[config.mk]
export PLATFORM = sky130hd
export DESIGN_NAME = alarm_timer_ctrl
export DESIGN_NICKNAME = d
export VERILOG_FILES = /design/src/rtl/alarm_timer_ctrl.sv
export SDC_FILE = /design/constraint.sdc
export NUM_CORES = 1
export LEC_CHECK = 0
export CAP_MARGIN = 15
export CORE_MARGIN = 2
export CORE_UTILIZATION = 34
export DETAILED_ROUTE_END_ITERATION = 7
export PLACE_DENSITY = 0.53
export SYNTH_ARGS = -nofsm -noshare
export SYNTH_HDL_FRONTEND = slang
export SYNTH_SLANG_ARGS = --single-unit
[constraint.sdc]
create_clock -name clock -period 6.2 [get_ports clock]
set_input_delay 0.93 -clock clock [delete_from_list [all_inputs] [get_ports clock]]
set_output_delay 0.93 -clock clock [all_outputs]
set_load 0.02 [all_outputs]
[src/rtl/alarm_timer_ctrl.sv]
// Countdown timer for the anti-theft FSM: four run-time programmable
// second-granularity delays, a free-running 1 Hz strobe and an expiry pulse.
module alarm_timer_ctrl #(
    parameter int CLK_FREQ_HZ     = 50_000_000,
    parameter int T_ARM_DEF       = 6,
    parameter int T_DRIVER_DEF    = 8,
    parameter int T_PASSENGER_DEF = 15,
    parameter int T_ALARM_DEF     = 10
) (
    input  logic       clock,
    input  logic       reset,
    input  logic       start_timer,
    input  logic [1:0] interval,
    input  logic       reprogram,
    input  logic [1:0] param_sel,
    input  logic [3:0] time_value,
    output logic       expired,
    output logic       one_hz_enable,
    output logic [3:0] time_left,
    output logic       running
);

    localparam int PW = (CLK_FREQ_HZ > 1) ? $clog2(CLK_FREQ_HZ) : 1;
    localparam logic [PW-1:0] TC = PW'(CLK_FREQ_HZ - 1);

    typedef enum logic [1:0] {IDLE, RUN, DONE} state_t;

    state_t        state, state_d;
    logic [PW-1:0] div_cnt;
    logic [PW-1:0] tpre, tpre_d;
    logic [3:0]    params [4];
    logic          start_q;
    logic [1:0]    interval_q;
    logic [3:0]    time_left_d;
    logic          expired_d;
    logic          running_d;
    logic          load;

    // Free-running seconds divider, independent of the timer state.
    always_ff @(posedge clock or posedge reset) begin
        if (reset) begin
            div_cnt       <= '0;
            one_hz_enable <= 1'b0;
        end else if (div_cnt == TC) begin
            div_cnt       <= '0;
            one_hz_enable <= 1'b1;
        end else begin
            div_cnt       <= div_cnt + PW'(1);
            one_hz_enable <= 1'b0;
        end
    end

    // Parameter store, rewritten by the reprogram pulse.
    always_ff @(posedge clock or posedge reset) begin
        if (reset) begin
            params[0] <= 4'(T_ARM_DEF);
            params[1] <= 4'(T_DRIVER_DEF);
            params[2] <= 4'(T_PASSENGER_DEF);
            params[3] <= 4'(T_ALARM_DEF);
        end else if (reprogram) begin
            params[param_sel] <= time_value;
        end
    end

    // Input history used to detect a fresh start or an interval handoff.
    always_ff @(posedge clock or posedge reset) begin
        if (reset) begin
            start_q    <= 1'b0;
            interval_q <= 2'b00;
        end else begin
            start_q    <= start_timer;
            interval_q <= interval;
        end
    end

    assign load = start_timer && (!start_q || (interval != interval_q));

    // Next-state and next-output logic; abort and reload take precedence
    // over counting so a coincident expiry never produces a pulse.
    always_comb begin
        state_d     = state;
        tpre_d      = tpre;
        time_left_d = time_left;
        expired_d   = 1'b0;
        if (reprogram || !start_timer) begin
            state_d     = IDLE;
            time_left_d = 4'd0;
            tpre_d      = '0;
        end else if (load) begin
            state_d     = RUN;
            time_left_d = params[interval];
            tpre_d      = '0;
        end else begin
            case (state)
                IDLE: begin
                    time_left_d = 4'd0;
                end
                RUN: begin
                    if (time_left == 4'd0) begin
                        expired_d = 1'b1;
                        state_d   = DONE;
                    end else if (tpre == TC) begin
                        tpre_d      = '0;
                        time_left_d = time_left - 4'd1;
                        if (time_left == 4'd1) begin
                            expired_d = 1'b1;
                            state_d   = DONE;
                        end
                    end else begin
                        tpre_d = tpre + PW'(1);
                    end
                end
                DONE: begin
                    time_left_d = 4'd0;
                end
                default: begin
                    state_d     = IDLE;
                    time_left_d = 4'd0;
                end
            endcase
        end
        running_d = (state_d == RUN);
    end

    // State and registered outputs.
    always_ff @(posedge clock or posedge reset) begin
        if (reset) begin
            state     <= IDLE;
            tpre      <= '0;
            time_left <= 4'd0;
            expired   <= 1'b0;
            running   <= 1'b0;
        end else begin
            state     <= state_d;
            tpre      <= tpre_d;
            time_left <= time_left_d;
            expired   <= expired_d;
            running   <= running_d;
        end
    end

endmodule

==> metrics.md, run 1 <==
| Metric | Value |
|---|---|
| Hold WS | `around 0.49 ns` |
| Startpoint Class | `input pin` |
| Largest net degree at the start of global routing | `between 80 and 90` |
| Critical path fanouts, max | `25` |
| Syn avg cell area | `10.5 um2` |
| TritonCTS clock tree | `yes` |
| Power Total | `1.16 mW` |
| P per Cell Area | `251 nW/um2` |
| Cell Area, Synth | `about 4000 um2` |
| # resized after CTS | `0` |
| Fmax | `roughly 350 MHz` |
| Tcrit/Tclk final | `0.463` |
| Setup bufs post-CTS | `0` |
| Outcome | `completed` |
| CTS Hold Bufs | `0` |
| Die X | `~110 um` |
| Seq cells post-synth | `80` |
| Ys async rst share | `1.00` |
| Seq/Total Area, Yosys | `0.508` |
| Remaining Overflow, GRT | `0` |
| CTS H-tree depth | `3` |
| Peak VDD IR | `0.000151 V` |
| Total Wirelength | `7.57 mm` |
| Max_cap viols | `0` |
| Top cells by area, synth | `dfrtp_1 (45%), dfstp_2 (6.0%), xor2_1 (6.0%)` |
| Die height | `112 um` |
| Post-DP HPWL | `a little over 5 mm` |
| DR iter-0 viols | `171` |
| Global-route wire length before repair | `13.7 mm` |
| Vias | `2816` |
| Worst setup EP type | `flip-flop` |
| RSZ-0062 raised after global routing | `no` |
| Buffers added on ports | `18` |
| Synthesis Warnings | `0` |
| P_leak | `roughly 1.9 nW` |
| Pre-Repair DR Iteration Count | `4` |
| HP Class | `flip-flop to flip-flop` |
| # rows | `39` |
| Fin. Hold Viols | `0` |
| GRT Overall Usage | `0.134` |
| Bufs on Longest Clock Path | `2` |
| Ant diodes | `0` |
| Net count after synthesis | `around 400` |
| Post-Syn Instances | `~380` |
| Fill cells | `~1200` |
| Clock Tree Root | `clkbuf_16` |
| Die area | `12500 um2` |
| Worst path required time | `6.42 ns` |
| Layout Cells excl Fill | `551` |
| Routed Antenna Nets | `0` |
| Vias per cell | `5.11` |
| Core Area | `roughly 11000 um2` |
| Share of the synthesized area in the top cell type | `0.448` |
| Pin slew with the least headroom to its limit | `1.12 ns` |
| Vias in the first global route | `2853` |
| Netlist cell types | `40` |
| Placed Instances | `535` |
| Final TNS setup | `0 ns` |
| Avg WL per Cell | `13.7 um` |
| Util after Layout | `0.404` |
| GPL Wtd Cong | `0.730` |
| Crit path kind | `input pin to flip-flop` |
| Post-route DRC violation count | `0` |
| Worst-Skew Late Latency | `0.33 ns` |
| Clock Skews | `0.00454 ns` |
| Share of layout cells above drive strength 1 | `0.150` |
| Area grow syn2layout | `16.4%` |
| Yosys top cell by area | `dfrtp_1` |
| Final setup viols | `0` |
| CTS clk-pin slew, worst paths | `0.06 ns` |
| Ports | `19` |
| Worst Path Arrival | `3.09 ns` |
| Num CTS Buffers | `9` |
| Final Max Slew Viols | `0` |
| Relative slew slack | `0.248` |
| TritonCTS Sinks | `80` |
| R2R Setup Slk | `3.49 ns` |
| Initial antenna violation count | `0` |
| Number of synthesized flops with an enable pin | `0` |
| Nets | `419` |
| Final worst path period need | `2.87 ns` |
| Initial Utilization | `0.347` |
| Ys flop type | `dfrtp_1` |
[synthesized netlist by cell type (all sizes together) (2+ instances only)]
master,instances
dfrtp,71
nor2b,3
nor3,6
a21oi,16
ha,4
a31oi,3
buf,3
inv,8
nor2,41
or2,2
dfstp,9
nand2b,2
nor4b,2
nand3b,2
or4,4
clkbuf,7
or3,12
nand3,25
nand2,30
xnor2,16
o21ai,8
o21a,2
nand4,13
nor3b,3
mux4,4
o2111ai,3
and4,6
and3,7
nor4,8
mux2,20
o211ai,7
xor2,27
[routing by layer]
metal / part of all wire / up-vias / global-route usage
met3: 0.025 / 12 / 0.0229
met4: 0.022 / 0 / 0.0659
met1: 0.48 / 1373 / 0.178
li1: - / 1399 / -
met5: 0 / - / 0
met2: 0.48 / 32 / 0.213
[per-stage QoR]
step / cell area, um2 / worst slack (ns)
6_report: 4610 / 3.33
4_1_cts: 4610 / 3.30
3_5_place_dp: 4330 / 2.94
5_1_grt: 4610 / 3.09
3_3_place_gp: 4330 / 3.02
2_1_floorplan: 3960 / 3.23
[worst max-delay path, cell delays in order]
cell and delay, ns:
clkdlybuf4s50_1 0.69, xnor2_1 0.19, nand4_1 0.13, buf_4 0.23, a211oi_1 0.50, mux2_2 0.40
[logic make-up after synthesis]
kind of cell | after synthesis | share of synthesized area
flops | 80 | 0.508
compound gates | 41 | 0.0628
mux | 24 | 0.0795
xor+xnor | 43 | 0.0950
buf+inv | 18 | 0.0177
simple gates | 168 | 0.224
fa+ha+maj | 4 | 0.0126
[area by class of cell]
cell class / instances / area, um2 / share of cell area
Sequential cell: 80 / 2010 / 0.436
Inverter: 8 / 31.3 / 0.00678
Clock inverter: 5 / 31.3 / 0.00678
Tap cell: 143 / 179 / 0.0388
Timing Repair Buffer: 24 / 225 / 0.0488
Clock buffer: 11 / 253 / 0.0548
Multi-Input combinational cell: 280 / 1880 / 0.408
[state kept, by name, indices dropped and copies added, names as in the netlist, 2 cells and up]
register / cells
div_cnt: 26
state: 2
tpre: 26
time_left: 4
params: 16
interval_q: 2
[final timing paths]
kind                       cells after the start        start            end
setup / recovery                               6  interval[0]   time_left[1]
setup reg to reg                               5      tpre[7]       tpre[13]
max in group asynchronous                      3        reset       tpre[22]
hold / removal                                 1   div_cnt[0]     div_cnt[0]
hold reg to reg                                1   div_cnt[0]     div_cnt[0]
min in group asynchronous                      3        reset  one_hz_enable
[cells in the final DEF, fill, tap and decap left out, drive strengths merged, types with 2 or more instances in the layout]
master / n
buf: 6
or4: 4
nand3b: 2
and3: 7
o2111ai: 3
xor2: 27
inv: 7
nor3b: 3
a21oi: 16
nand4: 13
or3: 12
nand3: 25
xnor2: 16
or2: 2
mux2: 20
nor4b: 2
nor3: 6
and4: 6
dfrtp: 71
mux4: 4
clkinv: 5
o211ai: 7
a31oi: 3
dfstp: 9
nor4: 8
clkdlybuf4s50: 18
nor2b: 3
nand2: 30
nand2b: 2
o21a: 2
clkbuf: 11
nor2: 41
ha: 4
o21ai: 8
[where the power goes]
group | internal (mW) | total (mW) | switching (mW)
logic | 0.0496 | 0.0966 | 0.0470
registers | 0.554 | 0.568 | 0.0134
clock network | 0.291 | 0.496 | 0.204
Power figures use the tool's default switching activity.
==> inputs of run 2 (changes only) <==
==> constraint.sdc (replaced) <==
create_clock -name clock -period 2.9 [get_ports clock]
set_input_delay 0.435 -clock clock [delete_from_list [all_inputs] [get_ports clock]]
set_output_delay 0.435 -clock clock [all_outputs]
set_load 0.02 [all_outputs]
==> metrics.md, run 2 (synthesis results as in run 1) <==
| Metric | Value |
|---|---|
| Outcome | `completed` |
| Final setup viols | `0 (unchanged)` |
| Nets | `426 (+1.7%)` |
| RSZ-0062 raised after global routing | `no` |
| Global-route wire length before repair | `14.4 mm (+5.4%)` |
| Peak VDD IR | `0.000282 V (+87%)` |
| Vias in the first global route | `2917 (+2.2%)` |
| Worst Path Arrival | `2.52 ns (-0.57 ns)` |
| Die area | `12500 um2 (unchanged)` |
| Die X | `112 um (unchanged)` |
| Core Area | `11400 um2 (unchanged)` |
| Bufs on Longest Clock Path | `2 (unchanged)` |
| Hold WS | `0.485 ns (-0.00558 ns)` |
| Worst setup EP type | `flip-flop` |
| Vias | `2805 (-0.39%)` |
| Clock Tree Root | `clkbuf_16` |
| Buffers added on ports | `18 (unchanged)` |
| Die height | `112 um (unchanged)` |
| Worst path required time | `3.12 ns (-3.30 ns)` |
| Startpoint Class | `flip-flop` |
| Share of layout cells above drive strength 1 | `0.161 (+0.0119)` |
| CTS Hold Bufs | `0 (unchanged)` |
| Fin. Hold Viols | `0 (unchanged)` |
| Vias per cell | `5.03 (-1.6%)` |
| Setup bufs post-CTS | `0 (unchanged)` |
| Final Max Slew Viols | `0 (unchanged)` |
| Post-route cell area | `4660 um2 (+1.0%)` |
| Critical path fanouts, max | `6 (-76%)` |
| Commonest non-fill, non-tap cell in the layout | `dfrtp_1` |
| Post-place instance area | `4390 um2 (+1.5%)` |
| Pre-Repair DR Iteration Count | `4 (unchanged)` |
| Clock Skews | `0.00736 ns (+0.00282 ns)` |
| Relative slew slack | `0.522 (+0.274)` |
| Crit path kind | `flip-flop to flip-flop` |
| TritonCTS Sinks | `80 (unchanged)` |
| Max_cap viols | `0 (unchanged)` |
| GPL Wtd Cong | `0.790 (+8.2%)` |
| P_leak | `1.90 nW (+1.6%)` |
| Worst-Skew Late Latency | `0.34 ns (about the same)` |
| Pin slew with the least headroom to its limit | `0.716 ns (-0.401 ns)` |
| Routed Antenna Nets | `0 (unchanged)` |
| P per Cell Area | `525 nW/um2 (+110%)` |
| Avg WL per Cell | `14.1 um (+2.8%)` |
| HP Class | `flip-flop to flip-flop` |
| Initial antenna violation count | `0 (unchanged)` |
| GRT Overall Usage | `0.143 (+0.00887)` |
| Fill cells | `1112 (-4.6%)` |
| Final TNS setup | `0 ns (unchanged)` |
| Final worst path period need | `2.30 ns` |
| Ant diodes | `0 (unchanged)` |
| Ports | `19 (unchanged)` |
| Post-route DRC violation count | `0 (unchanged)` |
| Remaining Overflow, GRT | `0 (unchanged)` |
| Total Wirelength | `7.88 mm (+4.1%)` |
| Most frequent cells in the layout | `dfrtp_1 (71), nor2_1 (41), nand2_1 (30)` |
| Largest net degree at the start of global routing | `42 (-48%)` |
| Biggest regs | `div_cnt x26, tpre x26, params x16` |
| Num CTS Buffers | `9 (unchanged)` |
| TritonCTS clock tree | `yes` |
| # rows | `39 (unchanged)` |
| DR iter-0 viols | `184 (+7.6%)` |
| Post-DP HPWL | `5.47 mm (+6.3%)` |
| Area grow syn2layout | `17.6%` |
| Tcrit/Tclk final | `0.794` |
| Fmax | `434 MHz` |
| CTS clk-pin slew, worst paths | `0.06 ns (about the same)` |
| # resized after CTS | `0 (unchanged)` |
| Initial Utilization | `0.347 (unchanged)` |
| CTS H-tree depth | `3 (unchanged)` |
## run 2: cell types whose count changed in the layout (fill, tap and decap cells not counted)
cell      previous run  this run
buf_12               0         1
clkinv_2             4         5
clkbuf_1             0         1
buf_4                6        12
clkbuf_8             2         0
## run 2: worst paths after layout
kind                                   start      endpoint  slack, ns  depth (start not counted)
worst min-delay path              div_cnt[0]    div_cnt[0]       0.49                          1
min in group asynchronous              reset   div_cnt[14]       0.52                          2
worst max register to register  time_left[0]  time_left[3]       0.60                          5
worst min register to register    div_cnt[0]    div_cnt[0]       0.49                          1
worst max-delay path            time_left[0]  time_left[3]       0.60                          5
max in group asynchronous              reset       tpre[9]       1.72                          3
## run 2: worst max-delay path: stages, from the launching register on
cell and delay [ns]:
dfrtp_1 0.43, inv_1 0.08, ha_1 0.22, or3b_2 0.50, a211oi_1 0.56, mux2_2 0.40
## run 2: power by group
| part | internal, mW | total, mW | switching [mW] |
|---|---|---|---|
| Sequential | 1.18 | 1.21 | 0.0291 |
| Clock | 0.575 | 1.02 | 0.445 |
| Combinational | 0.111 | 0.213 | 0.102 |
## run 2: cell type report
class	instances	area, um2	share of cell area
Sequential cell	80	2010	0.432
Tap cell	143	179	0.0384
Clock buffer	10	229	0.0491
Timing Repair Buffer	31	290	0.0623
Inverter	8	31.3	0.00671
Multi-Input combinational cell	280	1880	0.404
Clock inverter	6	36.3	0.00779
## run 2: routing by layer
layer,track usage,vias to the layer above,wire length (um)
met4,0.0707,0,172
met5,0,-,0
met1,0.204,1357,4030
met2,0.207,22,3510
met3,0.0278,10,163
li1,-,1416,-
## run 2: through the flow
step	cells	power (mW)	utilization	setup slack (ns)
2_1_floorplan	378	1.37	-	0.428
3_3_place_gp	542	1.45	0.385	0.529
3_5_place_dp	542	1.45	0.385	0.465
4_1_cts	558	2.50	0.408	0.583
5_1_grt	558	2.57	0.408	0.426
6_report	558	2.45	0.408	0.598
